**src/rtl/mem_bus_ctrl.sv**
```systemverilog
// mem_bus_ctrl: single-outstanding request sequencer between the CPU core and
// the 16-bit memory array. Write strobe and read enable are registered so the
// array sees glitch-free control; read data is captured and returned as a pulse.
module mem_bus_ctrl #(
    parameter int unsigned ADDR_W    = 16,
    parameter int unsigned DATA_W    = 16,
    parameter int unsigned READ_WAIT = 1
) (
    input  logic              clk,
    input  logic              nRst,
    input  logic              reqValid,
    input  logic              reqWrite,
    input  logic [ADDR_W-1:0] reqAddr,
    input  logic [DATA_W-1:0] reqWData,
    output logic              reqReady,
    output logic              rspValid,
    output logic [DATA_W-1:0] rspRData,
    output logic [ADDR_W-1:0] memAddr,
    output logic              memRe,
    output logic              memWe,
    output logic [DATA_W-1:0] memWBus,
    input  logic [DATA_W-1:0] memRBus
);

    localparam int unsigned CNT_W = 4;

    // READ_WAIT must fit the 4-bit wait counter and be at least one cycle
    if (READ_WAIT < 1 || READ_WAIT > 15) begin : gBadReadWait
        $error("mem_bus_ctrl: READ_WAIT=%0d outside legal range 1..15", READ_WAIT);
    end

    typedef enum logic [2:0] {
        IDLE,
        W_SETUP,
        W_STROBE,
        W_HOLD,
        RD,
        RD_DONE
    } stateE;

    stateE             state, stateNext;
    logic [CNT_W-1:0]  waitCnt, waitCntNext;
    logic [ADDR_W-1:0] memAddrNext;
    logic [DATA_W-1:0] memWBusNext;
    logic [DATA_W-1:0] rspRDataNext;
    logic              memReNext;
    logic              memWeNext;
    logic              rspValidNext;

    // Ready is combinational so it follows reset immediately
    assign reqReady = (state == IDLE);

    // State and registered outputs
    always_ff @(posedge clk or negedge nRst) begin
        if (!nRst) begin
            state    <= IDLE;
            waitCnt  <= '0;
            memAddr  <= '0;
            memWBus  <= '0;
            rspRData <= '0;
            memRe    <= 1'b0;
            memWe    <= 1'b0;
            rspValid <= 1'b0;
        end else begin
            state    <= stateNext;
            waitCnt  <= waitCntNext;
            memAddr  <= memAddrNext;
            memWBus  <= memWBusNext;
            rspRData <= rspRDataNext;
            memRe    <= memReNext;
            memWe    <= memWeNext;
            rspValid <= rspValidNext;
        end
    end

    // Next-state and next-output decode; registers hold unless a state changes them
    always_comb begin
        stateNext    = state;
        waitCntNext  = waitCnt;
        memAddrNext  = memAddr;
        memWBusNext  = memWBus;
        rspRDataNext = rspRData;
        memReNext    = memRe;
        memWeNext    = memWe;
        rspValidNext = rspValid;

        case (state)
            IDLE: begin
                if (reqValid) begin
                    memAddrNext = reqAddr;
                    memWBusNext = reqWData;
                    if (reqWrite) begin
                        stateNext = W_SETUP;
                    end else begin
                        stateNext   = RD;
                        memReNext   = 1'b1;
                        waitCntNext = CNT_W'(READ_WAIT - 1);
                    end
                end
            end
            W_SETUP: begin
                stateNext = W_STROBE;
                memWeNext = 1'b1;
            end
            W_STROBE: begin
                stateNext    = W_HOLD;
                memWeNext    = 1'b0;
                rspValidNext = 1'b1;
            end
            W_HOLD: begin
                stateNext    = IDLE;
                rspValidNext = 1'b0;
            end
            RD: begin
                if (waitCnt != '0) begin
                    waitCntNext = waitCnt - CNT_W'(1);
                end else begin
                    rspRDataNext = memRBus;
                    memReNext    = 1'b0;
                    rspValidNext = 1'b1;
                    stateNext    = RD_DONE;
                end
            end
            RD_DONE: begin
                stateNext    = IDLE;
                rspValidNext = 1'b0;
            end
            default: begin
                stateNext    = IDLE;
                memReNext    = 1'b0;
                memWeNext    = 1'b0;
                rspValidNext = 1'b0;
            end
        endcase
    end

endmodule

```
**config.mk**
```make
export PLATFORM = sky130hd
export DESIGN_NAME = mem_bus_ctrl
export DESIGN_NICKNAME = d
export VERILOG_FILES = /design/src/rtl/mem_bus_ctrl.sv
export SDC_FILE = /design/constraint.sdc
export NUM_CORES = 1
export LEC_CHECK = 0
export BUFFER_PORTS_ARGS = -buffer_cell sky130_fd_sc_hd__buf_2
export CORE_ASPECT_RATIO = 1.75
export CORE_UTILIZATION = 40
export CTS_CLUSTER_DIAMETER = 60
export DETAILED_ROUTE_END_ITERATION = 7
export GPL_TIMING_DRIVEN = 0
export PLACE_DENSITY = 0.79
export SETUP_SLACK_MARGIN = 0.15
export SLEW_MARGIN = 5
export SYNTH_ARGS = -nofsm -noshare
export SYNTH_HDL_FRONTEND = slang
export SYNTH_SLANG_ARGS = --single-unit
```
**constraint.sdc**
```tcl
create_clock -name clk -period 2.9 [get_ports clk]
set_clock_uncertainty 0.1 [all_clocks]
set_input_delay 0.58 -clock clk [delete_from_list [all_inputs] [get_ports clk]]
set_output_delay 0.58 -clock clk [all_outputs]
set_load 0.01 [all_outputs]
```
==> impl_metrics.env <==
export IMPL_status="finished, final reports clean"
export IMPL_wirelength_um=4510
export IMPL_synth_nets=214
export IMPL_start_kind="flip-flop"
export IMPL_internal_power_mw=2.21
export IMPL_power_density_nw_per_um2=1090
export IMPL_vias_per_cell=4.75
export IMPL_synthCells=160
export IMPL_seq_power_share=0.414
export IMPL_grt_pass1_vias=1635
export IMPL_path_clk_slew_ns=0.06
export IMPL_slew_violations=0
export IMPL_p_switching_mw=1.17
export IMPL_boundaryPins=104
export IMPL_dr_first_iter_drc_count=37
export IMPL_io_buffers=103
export IMPL_dpl_instance_area_um2=2950
export IMPL_fin_ws_ns=0.878
export IMPL_grt_max_degree=59
export IMPL_die_area_um2=6160
export IMPL_crit_arrival_ns=2.12
export IMPL_switching_share=0.346
export IMPL_coreArea_um2=5590
export IMPL_post_cts_resized=0
export IMPL_clock_path_buffers=2
export IMPL_synth_area_um2=2330
export IMPL_route_vias_total=1676
export IMPL_die_w_um=59.8
export IMPL_clk_latency_ns=0.32
export IMPL_syn_area_per_cell_um2=14.6
export IMPL_design_area_um2=3110
export IMPL_setup_violations=0
export IMPL_n_antenna_cell=0
export IMPL_place_gp_congestion=0.764
export IMPL_critPathCaptureType="flip-flop"
export IMPL_grt_antenna_before_repair=0
export IMPL_numCtsBuffers=9
export IMPL_finalPower_mw=3.38
export IMPL_dp_cells=339
export IMPL_holdBufCountCts=0
export IMPL_fin_crit_sh=0.697
export IMPL_drc=0
export IMPL_slew_headroom=0.528
export IMPL_cp_max_fo=10
export IMPL_post_cts_buffers=0
export IMPL_drv_cap=0
export IMPL_synth_top_cell_area_share=0.622
export IMPL_seq_area_frac_synth=0.622
export IMPL_ys_seq_elements=58
export IMPL_setup_tns_ns=0
export IMPL_dp_hpwl_um=3460
export IMPL_routedWlPerCell_um=12.8
export IMPL_die_height_um=103
export IMPL_overflow=0
export IMPL_instances_no_fill=353
export IMPL_grt_pass1_wl_um=6980
export IMPL_post_place_ws_ns=0.867
export IMPL_min_path_type="in -> async"
export IMPL_track_usage=0.154
export IMPL_htreeDepth=3
export IMPL_fin_nets=328
export IMPL_dr_pass1_iters=4
export IMPL_syn_to_final_growth_pct=33.0
export IMPL_cp_required_ns=3.00
export IMPL_timing_final_hold_violations=0
export IMPL_clkSinkCount=58
export IMPL_synthDistinctLibCells=29
export IMPL_fin_util=0.556
export IMPL_rsz0062_at_grt="no"
export IMPL_fin_crit_ns=2.02
export IMPL_power_leakage_nw=1.53
export IMPL_max_freq_mhz=495
export IMPL_mostFrequentLayoutCell="buf_2"
export IMPL_yosysTopAreaCell="dfrtp_1"
export IMPL_cts_tree="yes"
export IMPL_final_cell_mix="buf_2 (106), dfrtp_1 (58), mux2_1 (46), clkbuf_8 (10), o21ai_0 (6)"
export IMPL_yosysWarnings=0
export IMPL_layout_drive_gt1_share=0.469
export IMPL_p_clk_frac=0.176
export IMPL_worstMarginPinSlew_ns=0.708
export IMPL_antenna_left=0
export IMPL_max_vdd_ir_drop_mv=0.299
export IMPL_whs_ns=0.207
export IMPL_start_util=0.418
export IMPL_critPathKind="reg -> reg"
export IMPL_row_count=36
export IMPL_yosys_top_cells_area="dfrtp_1 (62%), mux2_1 (22%), o21ai_0 (1.3%)"
export IMPL_pwr_share_comb=0.410
export IMPL_cts_root_buf="clkbuf_8"
cell type report:
class	count	area, um2
Clock buffer	10	138
Multi-Input combinational cell	89	815
Timing Repair Buffer	103	518
Inverter	5	18.8
Clock inverter	4	20.0
Tap cell	76	95.1
Buffer	8	50.0
Fill cell	500	2480
Sequential cell	58	1450
cell usage after synthesis:
master,instances
a21oi_1,4
nor2_1,3
or3b_1,1
a22o_1,1
nor3_1,2
and2_1,1
dfrtp_1,58
nor3b_4,1
mux2_1,46
o21bai_1,1
mux2_2,2
nor3b_1,2
ha_1,2
inv_1,5
maj3_1,2
o21ai_0,6
a41oi_1,1
a211oi_1,1
a31oi_1,1
nor2b_1,2
or4_1,1
nand3_1,2
buf_2,4
or3b_4,1
buf_4,4
nand2_1,3
nand2_2,1
nand2b_1,1
o21ai_1,1
cell families after synthesis:
logic type	synth area share
flip-flops	0.622
multiplexers	0.232
AND/OR/NAND/NOR	0.0579
AO/OA/AOI/OAI	0.0402
buffers and inverters	0.0295
adder cells (fa/ha/maj)	0.0193
registers in the layout, indices dropped and copies added (netlist names):
register / flops
memAddr: 16
memWBus: 16
rspRData: 16
waitCnt: 4
state: 3
memRe: 1
memWe: 1
rspValid: 1
worst paths after layout:
path                           endpoint        start  slack [ns]  cells after the start
max in group asynchronous  rspRData[11]         nRst        2.02                      1
setup / recovery            rspRData[2]   waitCnt[0]        0.88                      6
hold / removal              memWBus[11]         nRst        0.21                      1
setup reg to reg            rspRData[2]   waitCnt[0]        0.88                      6
hold reg to reg             memAddr[14]  memAddr[14]        0.38                      1
min in group clk             memWBus[5]  reqWData[5]        0.37                      2
power groups by stage:
stage	clock network, mW	logic (mW)	registers [mW]
final	0.596	1.39	1.40
after CTS	0.624	1.41	1.40
after global placement	0	1.37	1.39
after floorplan	0	0.662	1.59
after global routing	0.655	1.53	1.46
after detailed placement	0	1.41	1.42
per-layer routing:
metal	vias to the layer above	global-route usage	wire, um
met5	-	0	0
met4	0	0.0912	119
met3	9	0.0376	235
met2	57	0.281	2530
met1	821	0.152	1620
li1	789	-	-
critical path, stage by stage (launching register included):
cell and delay (ns):
dfrtp_1 0.38, inv_1 0.12, ha_1 0.17, nor3b_1 0.36, nand2_2 0.20, buf_2 0.25, mux2_1 0.33
No activity file was read; power rests on OpenSTA's default activity.
